### config.mk
export PLATFORM = sky130hd
export DESIGN_NAME = csa_pipe
export DESIGN_NICKNAME = d
export VERILOG_FILES = /design/src/rtl/csa_pkg.sv /design/src/rtl/csa_pipe_blk.sv /design/src/rtl/csa_pipe.sv
export SDC_FILE = /design/constraint.sdc
export NUM_CORES = 1
export LEC_CHECK = 0
export BUFFER_PORTS_ARGS = -buffer_cell sky130_fd_sc_hd__buf_2
export CAP_MARGIN = 20
export CORE_ASPECT_RATIO = 0.7
export CORE_MARGIN = 2
export CORE_UTILIZATION = 44
export DETAILED_ROUTE_END_ITERATION = 6
export GPL_TIMING_DRIVEN = 0
export PLACE_DENSITY = 0.67
export SYNTH_ARGS = -nofsm -noshare
export SYNTH_HDL_FRONTEND = slang
export SYNTH_SLANG_ARGS = --single-unit
### constraint.sdc
create_clock -name clk -period 2.76 [get_ports clk]
set_input_delay 0.552 -clock clk [delete_from_list [all_inputs] [get_ports clk]]
set_output_delay 0.552 -clock clk [all_outputs]
set_load 0.02 [all_outputs]
### src/rtl/csa_pkg.sv
// Shared constants and result record for the pipelined carry-select adder.
// Optional overflow output is enabled by defining CSA_PIPE_OVF_EN.
package csa_pkg;

    localparam int CSA_WIDTH_DEF = 16;
    localparam int CSA_BLK_DEF   = 4;

    typedef struct packed {
        logic [CSA_WIDTH_DEF-1:0] sum;
        logic                     cout;
        logic                     ovf;
    } csa_res_t;

endpackage

### src/rtl/csa_pipe_blk.sv
// One carry-select block: sums for carry-in 0 and 1, picked by the real carry.
// Used by csa_pipe for every block above block 0 (CSA_PIPE_OVF_EN unrelated).
module csa_blk
    import csa_pkg::*;
#(
    parameter int BLK = CSA_BLK_DEF
) (
    input  logic [BLK-1:0] a,
    input  logic [BLK-1:0] b,
    input  logic           ci,
    output logic [BLK-1:0] s,
    output logic           co
);

    logic [BLK:0] r0;
    logic [BLK:0] r1;

    assign r0 = {1'b0, a} + {1'b0, b};
    assign r1 = {1'b0, a} + {1'b0, b} + {{BLK{1'b0}}, 1'b1};

    assign {co, s} = ci ? r1 : r0;

endmodule

### src/rtl/csa_pipe.sv
// Two-stage carry-select adder with valid/ready handshake on both sides.
// Define CSA_PIPE_OVF_EN to add the registered signed-overflow output ovf.
module csa_pipe
    import csa_pkg::*;
#(
    parameter int WIDTH = CSA_WIDTH_DEF,
    parameter int BLK   = CSA_BLK_DEF
) (
    input  logic             clk,
    input  logic             rst_n,
    input  logic             in_valid,
    output logic             in_ready,
    input  logic [WIDTH-1:0] op1,
    input  logic [WIDTH-1:0] op2,
    input  logic             cin,
    output logic             out_valid,
    input  logic             out_ready,
    output logic [WIDTH-1:0] sum,
    output logic             cout
`ifdef CSA_PIPE_OVF_EN
    ,
    output logic             ovf
`endif
);

    localparam int HW = WIDTH / 2;
    localparam int NH = HW / BLK;

    if ((WIDTH % (2 * BLK)) != 0 || WIDTH < 2 * BLK) begin : g_bad_cfg
        $error("csa_pipe: WIDTH must be a non-zero multiple of 2*BLK");
    end

    logic          s1_valid;
    logic [HW-1:0] s1_lo;
    logic          s1_c;
    logic [HW-1:0] s1_a_hi;
    logic [HW-1:0] s1_b_hi;
    logic          s2_valid;

    logic          s1_adv;
    logic          acc;

    logic [HW-1:0] lo_sum;
    logic          lo_co;
    logic [HW-1:0] hi_sum;
    logic          hi_co;

    assign s1_adv    = !s2_valid || out_ready;
    assign in_ready  = !s1_valid || s1_adv;
    assign acc       = in_valid && in_ready;
    assign out_valid = s2_valid;

    // Low half: block 0 ripples from cin, the rest select on the chained carry.
    for (genvar i = 0; i < NH; i++) begin : g_lo
        logic ci;
        logic co;
        if (i == 0) begin : g_rip
            assign ci = cin;
            assign {co, lo_sum[BLK-1:0]} =
                {1'b0, op1[BLK-1:0]} + {1'b0, op2[BLK-1:0]} +
                {{BLK{1'b0}}, ci};
        end else begin : g_sel
            assign ci = g_lo[i-1].co;
            csa_blk #(
                .BLK (BLK)
            ) u_blk (
                .a  (op1[i*BLK +: BLK]),
                .b  (op2[i*BLK +: BLK]),
                .ci (ci),
                .s  (lo_sum[i*BLK +: BLK]),
                .co (co)
            );
        end
    end

    assign lo_co = g_lo[NH-1].co;

    // High half works from the registered operands and the registered carry.
    for (genvar j = 0; j < NH; j++) begin : g_hi
        logic ci;
        logic co;
        if (j == 0) begin : g_first
            assign ci = s1_c;
        end else begin : g_next
            assign ci = g_hi[j-1].co;
        end
        csa_blk #(
            .BLK (BLK)
        ) u_blk (
            .a  (s1_a_hi[j*BLK +: BLK]),
            .b  (s1_b_hi[j*BLK +: BLK]),
            .ci (ci),
            .s  (hi_sum[j*BLK +: BLK]),
            .co (co)
        );
    end

    assign hi_co = g_hi[NH-1].co;

    always_ff @(posedge clk) begin
        if (!rst_n) begin
            s1_valid <= 1'b0;
            s1_lo    <= '0;
            s1_c     <= 1'b0;
            s1_a_hi  <= '0;
            s1_b_hi  <= '0;
        end else begin
            if (in_ready) begin
                s1_valid <= in_valid;
            end
            if (acc) begin
                s1_lo   <= lo_sum;
                s1_c    <= lo_co;
                s1_a_hi <= op1[WIDTH-1:HW];
                s1_b_hi <= op2[WIDTH-1:HW];
            end
        end
    end

    always_ff @(posedge clk) begin
        if (!rst_n) begin
            s2_valid <= 1'b0;
            sum      <= '0;
            cout     <= 1'b0;
        end else begin
            if (s1_adv) begin
                s2_valid <= s1_valid;
            end
            if (s1_adv && s1_valid) begin
                sum  <= {hi_sum, s1_lo};
                cout <= hi_co;
            end
        end
    end

`ifdef CSA_PIPE_OVF_EN
    logic ovf_nxt;

    // Like-signed operands producing an opposite-signed sum.
    assign ovf_nxt = (s1_a_hi[HW-1] == s1_b_hi[HW-1]) &&
                     (hi_sum[HW-1] != s1_a_hi[HW-1]);

    always_ff @(posedge clk) begin
        if (!rst_n) begin
            ovf <= 1'b0;
        end else if (s1_adv && s1_valid) begin
            ovf <= ovf_nxt;
        end
    end
`endif

endmodule

==> results.py <==
metrics = {
    "logic_synthesis": {
        "ys.warnings.count": 0,
        "synth-edff-count": 0,
        "yosysSeqAreaShare_pct": 36.8,
        "yosys-top-cells-area": "dfxtp_1 (37%), nand2_1 (10%), ha_1 (9.4%)",
        "synthesis.nets": 334,
        "post-synth-top-count-cell": "nand2_1",
        "synth.distinct_cells": 33,
        "syn_avg_cell_area_um2": 8.74,
        "synth_common_cells": "nand2_1 (67), dfxtp_1 (44), a21boi_0 (27)",
        "ys_ff_latch": 44,
        "netlist_area_um2": 2400,
        "async_reset_ff_share_pct": 0,
        "ys.flop_type": "dfxtp_1",
        "synth_top_cell_area_share_pct": 36.8,
        "yosysTopAreaCell": "dfxtp_1",
        "synth_cells": 274,
    },
    "die": {
        "dieArea_um2": 6060,
        "chipHeight_um": 65.7,
        "rows": 22,
        "core_um2": 5260,
        "die_w_um": 92.2,
        "io_pins": 56,
        "start_util_pct": 45.6,
    },
    "power_and_ir_drop": {
        "irDropWorstVdd_mv": 0.218,
        "leakage_nw": 1.40,
        "cellPowerDensity_nw_per_um2": 524,
    },
    "critical_path": {
        "slowest_stage": "fa_2",
        "worstPathCellList": "ha_2, fa_2, ha_4, nand2_1, or3b_4, mux2i_4, xnor2_4, mux2i_1, a21oi_1",
        "reg2reg_from": "s1_b_hi[0]",
        "rrSetupSlack_ps": 120,
        "crit_fanout": 8,
        "critPathMaxStageDelay_ps": 620,
        "crit_start": "s1_b_hi[0]",
        "critPathCaptureType": "register",
        "critPathTopFamily": "adder cells",
        "rr_endpoint": "sum[13]",
        "reg2reg_depth": 9,
        "critical_path_arrival_ps": 2820,
        "critPathRequiredTime_ps": 2940,
        "cp-start-kind": "register",
        "crit_cells": 9,
        "critPathBufInv": 0,
        "critPathCapture": "sum[13]",
        "critPathKind": "register to register",
    },
    "placed_design": {
        "port-buffer-count": 55,
        "dpl_cell_area_um2": 2760,
        "gp_congestion": 0.780,
        "dp_hpwl_um": 3930,
    },
    "sta": {
        "rsz0062_at_grt": "false",
        "final_hold_viol_count": 0,
        "min_period_over_period_pct": 95.7,
        "finalSetupTns_ps": 0,
        "fin_worst_skew_ps": 5.02,
        "setup_viol": 0,
        "worst_pin_slew_ps": 523,
        "slew_headroom_pct": 65.1,
        "finalMaxSlewViolations": 0,
        "fmax_mhz": 379,
        "fin_crit_ps": 2640,
    },
    "clock_network": {
        "cts_buffer_depth": 2,
        "cts_tree": "built",
        "clk_latency_ps": 300,
        "htree_num_levels": 2,
        "ctsRootBufferMaster": "clkbuf_8",
        "clkSlewWorstSetupHoldPaths_ps": 80,
        "cts_buffers": 5,
        "clock_sinks": 44,
    },
    "job": {
        "maxCapViolCount": 0,
    },
    "route": {
        "initialDrtViolationCount": 55,
        "met1_length_um": 2670,
        "routed_wirelength_um": 5230,
        "highest_layer": "met4",
        "postRouteAntennaNets": 0,
        "wl_per_cell_um": 12.8,
        "dr_wl_met3_um": 241,
        "dr_wl_met2_um": 2260,
        "avgViaCountPerCell": 4.94,
        "drc": 0,
        "drt_first_pass_iters": 4,
        "vias": 2024,
    },
    "hold_path": {
        "hp-class": "register to register",
    },
    "grt": {
        "grt_max_degree": 14,
        "grt_pass1_wl_um": 8690,
        "gr-usage-all-layers_pct": 18.5,
        "grt_pass1_vias": 1833,
        "antenna_found_initial": 0,
        "overflow": 0,
    },
    "final_layout": {
        "nFillCells": 500,
        "drive_gt1_share_pct": 21.9,
        "n_antenna_cell": 0,
        "area_growth_pct": 23.1,
        "layout.nets": 397,
        "design_area_um2": 2950,
        "finish.utilization_pct": 56.1,
    },
    "status": {
        "status": "finished, final reports clean",
    },
}
[sequential cells by signal, summed over array words and instances, names as in the netlist]
name / cells
cout: 1
g_hi.ci: 1
out_valid: 1
s1_a_hi: 8
s1_b_hi: 8
s1_lo: 8
s1_valid: 1
sum: 16
[cell families after synthesis]
logic type               Yosys count  share of synthesized area (%)
buffers and inverters             21                           3.29
AND/OR/NAND/NOR                   99                           18.9
XOR/XNOR                          18                           6.89
adder cells (fa/ha/maj)           23                           13.6
multiplexers                       4                           1.67
flip-flops                        44                           36.8
AO/OA/AOI/OAI                     65                           18.9
[worst min path at each step]
| stage | slack [ps] | to | start | cells after the start |
|---|---|---|---|---|
| final | 470 | sum[1] | sum[1] | 2 |
| after global routing | 490 | s1_b_hi[3] | op2[11] | 3 |
| after CTS | 470 | sum[1] | sum[1] | 2 |
| after detailed placement | 460 | sum[1] | sum[1] | 2 |
| after global placement | 450 | sum[1] | sum[1] | 2 |
| after floorplan | 440 | sum[7] | s1_lo[7] | 2 |
[cells in the final DEF, fill, tap and decap left out, drive strengths merged, types with 7 or more instances in the layout]
cell type / synthesis / final
a21boi: 27 / 27
nand4: 7 / 7
buf: 1 / 57
clkbuf: 13 / 20
a21oi: 12 / 12
xor2: 8 / 8
dfxtp: 44 / 44
o21ai: 8 / 8
a21o: 7 / 7
inv: 7 / 7
xnor2: 10 / 10
ha: 18 / 18
nand2: 67 / 67
[final cells by class]
class | instances | area, µm² | area share (%)
buffer | 14 | 52.6 | 1.78
clock buffer | 7 | 96.3 | 3.27
clock inverter | 1 | 30.0 | 1.02
inverter | 7 | 26.3 | 0.891
multi-input combinational | 209 | 1490 | 50.4
sequential | 44 | 883 | 30.0
tap | 72 | 90.1 | 3.05
timing repair buffer | 56 | 283 | 9.59
[per-stage QoR]
| stage | setup WS, ps | instances | power, mW | hold slack (ps) |
|---|---|---|---|---|
| global route | 6.50 | 410 | 1.62 | 488 |
| detailed placement | 8.92 | 401 | 1.00 | 456 |
| floorplan | 268 | 274 | 0.913 | 438 |
| CTS | 113 | 409 | 1.55 | 468 |
| finish | 119 | 410 | 1.54 | 465 |
| global placement | 40.8 | 401 | 0.996 | 447 |
[timing repair]
action                                  in CTS  in global routing
pin swaps                                    0                  4
hold endpoints to repair                     0                  0
setup buffers                                0                  1
resized for setup                            1                 10
hold buffers                                 0                  0
endpoints found under the setup margin       1                  5
[routing by layer]
| layer | GRT usage (%) | up-vias |
|---|---|---|
| li1 | - | 1056 |
| met1 | 26.6 | 917 |
| met2 | 27.7 | 44 |
| met3 | 4.01 | 7 |
| met4 | 6.16 | 0 |
| met5 | 0 | - |
[worst reg2reg max path: stages, from the launching register on]
cell and delay (ps):
dfxtp_2 330, ha_2 190, fa_2 620, ha_4 150
nand2_1 70, or3b_4 430, mux2i_4 220, xnor2_4 210
mux2i_1 230, a21oi_1 80
[power by group]
group | total (mW) | internal, mW | switching, mW
clock | 0.547 | 0.320 | 0.227
sequential | 0.698 | 0.675 | 0.0229
combinational | 0.300 | 0.135 | 0.165
total | 1.54 | 1.13 | 0.415
Power figures use the tool's default switching activity.
